===== src/rtl/chrono_counter_if.sv =====
// chrono_counter_if: control, preset and time-readout signals of the
// chrono_counter. The lap capture group exists only when CHRONO_LAP_EN is
// defined.
interface chrono_counter_if;
  logic       run;
  logic       dir;
  logic       load;
  logic [7:0] preset_sec;
  logic [7:0] preset_min;
  logic [7:0] preset_hour;
  logic [7:0] seconds;
  logic [7:0] minutes;
  logic [7:0] hours;
  logic       sec_tick;
  logic       expired;
`ifdef CHRONO_LAP_EN
  logic       lap;
  logic [7:0] lap_sec;
  logic [7:0] lap_min;
  logic [7:0] lap_hour;

  modport master (
    output run, dir, load, preset_sec, preset_min, preset_hour, lap,
    input  seconds, minutes, hours, sec_tick, expired, lap_sec, lap_min, lap_hour
  );
  modport slave (
    input  run, dir, load, preset_sec, preset_min, preset_hour, lap,
    output seconds, minutes, hours, sec_tick, expired, lap_sec, lap_min, lap_hour
  );
`else
  modport master (
    output run, dir, load, preset_sec, preset_min, preset_hour,
    input  seconds, minutes, hours, sec_tick, expired
  );
  modport slave (
    input  run, dir, load, preset_sec, preset_min, preset_hour,
    output seconds, minutes, hours, sec_tick, expired
  );
`endif
endinterface


===== src/rtl/chrono_counter.sv =====
// chrono_counter: hh:mm:ss up/down counter with run/hold and a cycle
// prescaler. It has a clamped preset load, a one-cycle sec_tick per time
// advance, and an expired pulse when a down count reaches 00:00:00.
// Optional lap capture registers are built when CHRONO_LAP_EN is defined.
module chrono_counter #(
  parameter int TICKS_PER_SEC = 250,
  parameter int HOURS_MAX     = 99
) (
  input  logic             clock,
  input  logic             reset,
  chrono_counter_if.slave  bus
);

  localparam int         PW         = (TICKS_PER_SEC > 2) ? $clog2(TICKS_PER_SEC) : 1;
  localparam logic [PW-1:0] PRESC_LAST = PW'(TICKS_PER_SEC - 1);
  localparam logic [7:0] HMAX       = 8'(HOURS_MAX);
  localparam logic [7:0] LAST_MS    = 8'd59;

  logic [PW-1:0] presc_q, presc_d;
  logic [7:0]    sec_q, sec_d;
  logic [7:0]    min_q, min_d;
  logic [7:0]    hour_q, hour_d;
  logic          tick_q, tick_d;
  logic          exp_q, exp_d;

  logic at_zero;
  logic at_one;
  logic advance;

  assign at_zero = (sec_q == 8'd0) && (min_q == 8'd0) && (hour_q == 8'd0);
  assign at_one  = (sec_q == 8'd1) && (min_q == 8'd0) && (hour_q == 8'd0);

  // Prescaler and event decision. A down count parked at zero freezes the
  // prescaler at 0, so no advance can ever be issued from 00:00:00.
  always_comb begin
    presc_d = presc_q;
    advance = 1'b0;
    tick_d  = 1'b0;
    exp_d   = 1'b0;
    if (bus.load) begin
      presc_d = '0;
    end else if (bus.run) begin
      if (bus.dir && at_zero) begin
        presc_d = '0;
      end else if (presc_q == PRESC_LAST) begin
        presc_d = '0;
        advance = 1'b1;
        tick_d  = 1'b1;
        exp_d   = bus.dir && at_one;
      end else begin
        presc_d = presc_q + 1'b1;
      end
    end
  end

  // Time arithmetic: clamped preset on load, otherwise carry/borrow chain.
  // Up-count wraps use >= so a field can never step past its limit.
  always_comb begin
    sec_d  = sec_q;
    min_d  = min_q;
    hour_d = hour_q;
    if (bus.load) begin
      sec_d  = (bus.preset_sec  > LAST_MS) ? LAST_MS : bus.preset_sec;
      min_d  = (bus.preset_min  > LAST_MS) ? LAST_MS : bus.preset_min;
      hour_d = (bus.preset_hour > HMAX)    ? HMAX    : bus.preset_hour;
    end else if (advance && !bus.dir) begin
      if (sec_q >= LAST_MS) begin
        sec_d = 8'd0;
        if (min_q >= LAST_MS) begin
          min_d  = 8'd0;
          hour_d = (hour_q >= HMAX) ? 8'd0 : hour_q + 8'd1;
        end else begin
          min_d = min_q + 8'd1;
        end
      end else begin
        sec_d = sec_q + 8'd1;
      end
    end else if (advance) begin
      if (sec_q == 8'd0) begin
        sec_d = LAST_MS;
        if (min_q == 8'd0) begin
          min_d  = LAST_MS;
          hour_d = (hour_q == 8'd0) ? 8'd0 : hour_q - 8'd1;
        end else begin
          min_d = min_q - 8'd1;
        end
      end else begin
        sec_d = sec_q - 8'd1;
      end
    end
  end

  // Counter state registers.
  always_ff @(posedge clock or posedge reset) begin
    if (reset) begin
      presc_q <= '0;
      sec_q   <= 8'd0;
      min_q   <= 8'd0;
      hour_q  <= 8'd0;
      tick_q  <= 1'b0;
      exp_q   <= 1'b0;
    end else begin
      presc_q <= presc_d;
      sec_q   <= sec_d;
      min_q   <= min_d;
      hour_q  <= hour_d;
      tick_q  <= tick_d;
      exp_q   <= exp_d;
    end
  end

  assign bus.seconds  = sec_q;
  assign bus.minutes  = min_q;
  assign bus.hours    = hour_q;
  assign bus.sec_tick = tick_q;
  assign bus.expired  = exp_q;

`ifdef CHRONO_LAP_EN
  logic [7:0] lap_sec_q, lap_sec_d;
  logic [7:0] lap_min_q, lap_min_d;
  logic [7:0] lap_hour_q, lap_hour_d;

  // Lap capture takes the pre-edge time, even when load or an advance
  // happens on the same edge.
  always_comb begin
    lap_sec_d  = lap_sec_q;
    lap_min_d  = lap_min_q;
    lap_hour_d = lap_hour_q;
    if (bus.lap) begin
      lap_sec_d  = sec_q;
      lap_min_d  = min_q;
      lap_hour_d = hour_q;
    end
  end

  // Lap registers.
  always_ff @(posedge clock or posedge reset) begin
    if (reset) begin
      lap_sec_q  <= 8'd0;
      lap_min_q  <= 8'd0;
      lap_hour_q <= 8'd0;
    end else begin
      lap_sec_q  <= lap_sec_d;
      lap_min_q  <= lap_min_d;
      lap_hour_q <= lap_hour_d;
    end
  end

  assign bus.lap_sec  = lap_sec_q;
  assign bus.lap_min  = lap_min_q;
  assign bus.lap_hour = lap_hour_q;
`endif

endmodule


===== src/flat_wrapper.sv =====
// flat-port wrapper written by rule: the top's interface ports become plain ports
module chrono_counter_flat 
#(
  parameter int TICKS_PER_SEC = 250,
  parameter int HOURS_MAX     = 99
)
  (clock, reset, bus_run, bus_dir, bus_load, bus_preset_sec, bus_preset_min, bus_preset_hour, bus_seconds, bus_minutes, bus_hours, bus_sec_tick, bus_expired);
  chrono_counter_if bus_i ();
  input  logic clock;
  input  logic reset;
  input wire logic [$bits(bus_i.run)-1:0] bus_run;
  input wire logic [$bits(bus_i.dir)-1:0] bus_dir;
  input wire logic [$bits(bus_i.load)-1:0] bus_load;
  input wire logic [$bits(bus_i.preset_sec)-1:0] bus_preset_sec;
  input wire logic [$bits(bus_i.preset_min)-1:0] bus_preset_min;
  input wire logic [$bits(bus_i.preset_hour)-1:0] bus_preset_hour;
  output wire logic [$bits(bus_i.seconds)-1:0] bus_seconds;
  output wire logic [$bits(bus_i.minutes)-1:0] bus_minutes;
  output wire logic [$bits(bus_i.hours)-1:0] bus_hours;
  output wire logic [$bits(bus_i.sec_tick)-1:0] bus_sec_tick;
  output wire logic [$bits(bus_i.expired)-1:0] bus_expired;
  assign bus_i.run = bus_run;
  assign bus_i.dir = bus_dir;
  assign bus_i.load = bus_load;
  assign bus_i.preset_sec = bus_preset_sec;
  assign bus_i.preset_min = bus_preset_min;
  assign bus_i.preset_hour = bus_preset_hour;
  assign bus_seconds = bus_i.seconds;
  assign bus_minutes = bus_i.minutes;
  assign bus_hours = bus_i.hours;
  assign bus_sec_tick = bus_i.sec_tick;
  assign bus_expired = bus_i.expired;
  chrono_counter #(.TICKS_PER_SEC(TICKS_PER_SEC), .HOURS_MAX(HOURS_MAX)) u_core (.clock(clock), .reset(reset), .bus(bus_i));
endmodule

===== config.mk =====
export PLATFORM = sky130hd
export DESIGN_NAME = chrono_counter_flat
export DESIGN_NICKNAME = d
export VERILOG_FILES = /design/src/rtl/chrono_counter_if.sv /design/src/rtl/chrono_counter.sv /design/src/flat_wrapper.sv
export SDC_FILE = /design/constraint.sdc
export NUM_CORES = 1
export LEC_CHECK = 0
export CAP_MARGIN = 20
export CELL_PAD_IN_SITES_DETAIL_PLACEMENT = 1
export CELL_PAD_IN_SITES_GLOBAL_PLACEMENT = 1
export CORE_MARGIN = 5
export CORE_UTILIZATION = 36
export CTS_BUF_LIST = sky130_fd_sc_hd__clkbuf_2 sky130_fd_sc_hd__clkbuf_4 sky130_fd_sc_hd__clkbuf_8
export DETAILED_ROUTE_END_ITERATION = 7
export GPL_TIMING_DRIVEN = 0
export PLACE_DENSITY_LB_ADDON = 0.1
export SYNTH_ARGS = -nofsm -noshare
export SYNTH_HDL_FRONTEND = slang
export SYNTH_SLANG_ARGS = --single-unit

===== constraint.sdc =====
create_clock -name clock -period 1.8 [get_ports clock]
set_input_delay 0.36 -clock clock [delete_from_list [all_inputs] [get_ports clock]]
set_output_delay 0.36 -clock clock [all_outputs]
set_load 0.02 [all_outputs]

==> flow_summary.json <==
{
  "yosysMostFrequentCell": "dfrtp_1",
  "cp_max_fo": 3,
  "drv_slew": 0,
  "cts_buffer_depth": 2,
  "endpoint_kind": "flip-flop",
  "tightest_slew_ns": 0.827,
  "status": "finished with violations",
  "drtAntennaViolNets": 0,
  "syn_nets": 413,
  "ys_types": 66,
  "synth_top_area_share": 0.285,
  "holdCritPathClass": "primary input to flip-flop",
  "portBuffers": 52,
  "cpMaxStageDelayCell": "or4_1",
  "syn-cell-area_um2": 2980,
  "pre_cts_ws_ns": -0.975,
  "die_area_um2": 10200,
  "rrSetupSlack_ns": -0.25,
  "die_h_um": 101,
  "num_rows": 33,
  "wl_met1_mm": 5.37,
  "hold_viol_final": 0,
  "die_width_um": 101,
  "h-tree-depth": 2,
  "syn-instance-count": 372,
  "drc": 0,
  "required_ns": 2.03,
  "area_delta_synth_final_pct": 57.3,
  "worst_skew_pair.late_latency_ns": 0.30,
  "drv_cap": 0,
  "post_drt_wl_per_cell_um": 20.7,
  "grt_antenna_before_repair": 0,
  "grt_remaining_overflow": 0,
  "power_density_nw_per_um2": 580,
  "vias": 3613,
  "finalCritPeriodShare": 1.14,
  "fmax_mhz": 487,
  "ys.flop_type": "dfrtp_1",
  "io_pins": 55,
  "skew_ns": 0.0153,
  "synth_area_per_cell_um2": 8.02,
  "via_per_inst": 6.02,
  "route.met3.wl_um": 635,
  "gr-usage-all-layers": 0.234,
  "first_iter_violations": 169,
  "place_congestion": 0.884,
  "grt_setup_unrepaired": "true",
  "cts_tree": "yes",
  "ys_top_cells_by_area": "dfrtp_1 (29%), ha_1 (5.0%), nand3_1 (4.5%)",
  "wl_mm": 12.4,
  "grt_pass1_wl_mm": 19.1,
  "wl_met2_mm": 6.23,
  "n_antenna_cell": 0,
  "cts-buffers-inserted": 5,
  "dp_hpwl_mm": 7.72,
  "power_mw": 2.72,
  "fin_nets": 535,
  "yosys-top-cells-count": "dfrtp_1 (34), nand2_1 (30), nor2_1 (28), nand3_1 (27), o21ai_0 (27)",
  "drive_gt1_frac": 0.380,
  "top_layer_used": "met4",
  "setup_slack_ns": -0.253,
  "clock-sinks": 34,
  "violations": "negative setup slack",
  "critical-path-max-stage-delay_ns": 0.52,
  "first_pass_iters": 5,
  "initial_utilization": 0.367,
  "irDropWorstVdd_v": 0.000312,
  "grt_pass1_vias": 3683,
  "arrival_ns": 2.29,
  "core_region_area_um2": 8130,
  "synth_edf_count": 0,
  "hold_buffers": 0,
  "finalCriticalPeriod_ns": 2.05,
  "setup_viol": 33,
  "root_buffer": "clkbuf_8",
  "seq_area_frac_synth": 0.285,
  "clk_pin_slew_ns": 0.09,
  "ys_ff_latch": 34,
  "path_class": "flip-flop to flip-flop",
  "synth_top_area_cell": "dfrtp_1",
  "yosys_warnings": 0,
  "critPathLaunchType": "flip-flop",
  "grt_max_degree": 35,
  "synthArstFlopShare": 1.00,
  "slew_headroom": 0.448,
  "cp_cell_sequence": "clkbuf_8, nor4_4, buf_4, nor2b_2, nand3_1, or4_1, a21oi_2",
  "power.leakage_nw": 1.95
}
metrics by stage:
| stage | TNS (ns) | instance area (µm²) | hold slack (ns) | util | cells |
|---|---|---|---|---|---|
| after floorplan | -2.92 | 3020 | 0.459 | - | 372 |
| after global placement | -34.59 | 3670 | 0.556 | 0.452 | 529 |
| after detailed placement | -22.60 | 3670 | 0.568 | 0.452 | 529 |
| after CTS | -2.52 | 4430 | 0.511 | 0.545 | 584 |
| after global routing | -6.09 | 4690 | 0.539 | 0.577 | 600 |
| final | -4.11 | 4690 | 0.521 | 0.577 | 600 |
placed cells by master (no fill, tap or decap), types with 4 or more instances in the layout:
| cell | count |
|---|---|
| a21oi_1 | 19 |
| a21oi_2 | 6 |
| inv_1 | 11 |
| nor3_1 | 13 |
| clkbuf_2 | 5 |
| buf_4 | 57 |
| a31oi_1 | 8 |
| o21ai_0 | 9 |
| clkbuf_8 | 8 |
| nand3_1 | 27 |
| inv_2 | 6 |
| o22ai_1 | 6 |
| buf_6 | 10 |
| nor2_2 | 4 |
| nand2_1 | 23 |
| or3_1 | 6 |
| nand4_1 | 9 |
| o31ai_1 | 7 |
| dfrtp_1 | 15 |
| nor2_1 | 22 |
| o21ai_1 | 19 |
| dfrtp_2 | 19 |
| clkdlybuf4s50_1 | 38 |
| ha_1 | 8 |
| nor4_4 | 5 |
| nand2b_1 | 5 |
| dlymetal6s2s_1 | 10 |
| and3_1 | 6 |
state kept, by name, summed over array words and instances (netlist names):
register and count:
u_core.presc_q 8, u_core.bus.sec_tick 1, u_core.bus.seconds 8, u_core.bus.expired 1, u_core.bus.minutes 8, u_core.bus.hours 8
critical path, delay by kind of cell (launching register included):
kind | cells | cell delay [ns]
AND/OR/NAND/NOR | 4 | 1.09
flip-flops | 1 | 0.40
buffers and inverters | 2 | 0.34
AO/OA/AOI/OAI | 1 | 0.15
path summary, 6_finish.rpt:
| check | start | endpoint | cells past startpoint |
|---|---|---|---|
| min reg2reg | u_core.bus.hours[1] | u_core.bus.hours[1] | 2 |
| max | u_core.bus.seconds[4] | u_core.bus.seconds[7] | 7 |
| max in group asynchronous | reset | u_core.bus.minutes[4] | 2 |
| min in group asynchronous | reset | u_core.presc_q[7] | 2 |
| max reg2reg | u_core.bus.seconds[4] | u_core.bus.seconds[7] | 7 |
| min | bus_run | u_core.presc_q[1] | 2 |
repair_timing:
item                                    4_1_cts  5_1_grt
gates cloned                                  1        2
pin swaps                                    38       25
endpoints found under the setup margin       37       44
setup buffers                                49       15
resized for setup                           102       44
cells by family (layout without fill, tap and decap cells):
family | Yosys count | in the layout | synth area share
AOI/OAI and AO/OA | 121 | 122 | 0.271
xor gates and xnor gates | 4 | 4 | 0.0117
adders and majority gates | 12 | 12 | 0.0503
buffers and inverters | 33 | 155 | 0.0461
DFF | 34 | 34 | 0.285
and+or+nand+nor | 168 | 168 | 0.336
layout make-up:
cell class	count	area, µm²
Tap cell	105	131
Clock inverter	1	5.00
Fill cell	961	3440
Buffer	14	110
Inverter	17	63.8
Sequential cell	34	875
Multi-Input combinational cell	306	2380
Clock buffer	7	90.1
Timing Repair Buffer	116	1040
metal layers:
metal  track usage  vias up
met5             0        -
met4        0.0654        0
li1              -     1677
met3        0.0332       19
met1         0.292     1808
met2         0.418      109
where the power goes:
part / switching (mW) / total [mW] / leakage, nW / internal (mW)
sequential: 0.0972 / 0.935 / 0.404 / 0.838
clock: 0.321 / 0.646 / 0.0517 / 0.325
combinational: 0.624 / 1.14 / 1.49 / 0.518
(Power assumes the default switching activity.)
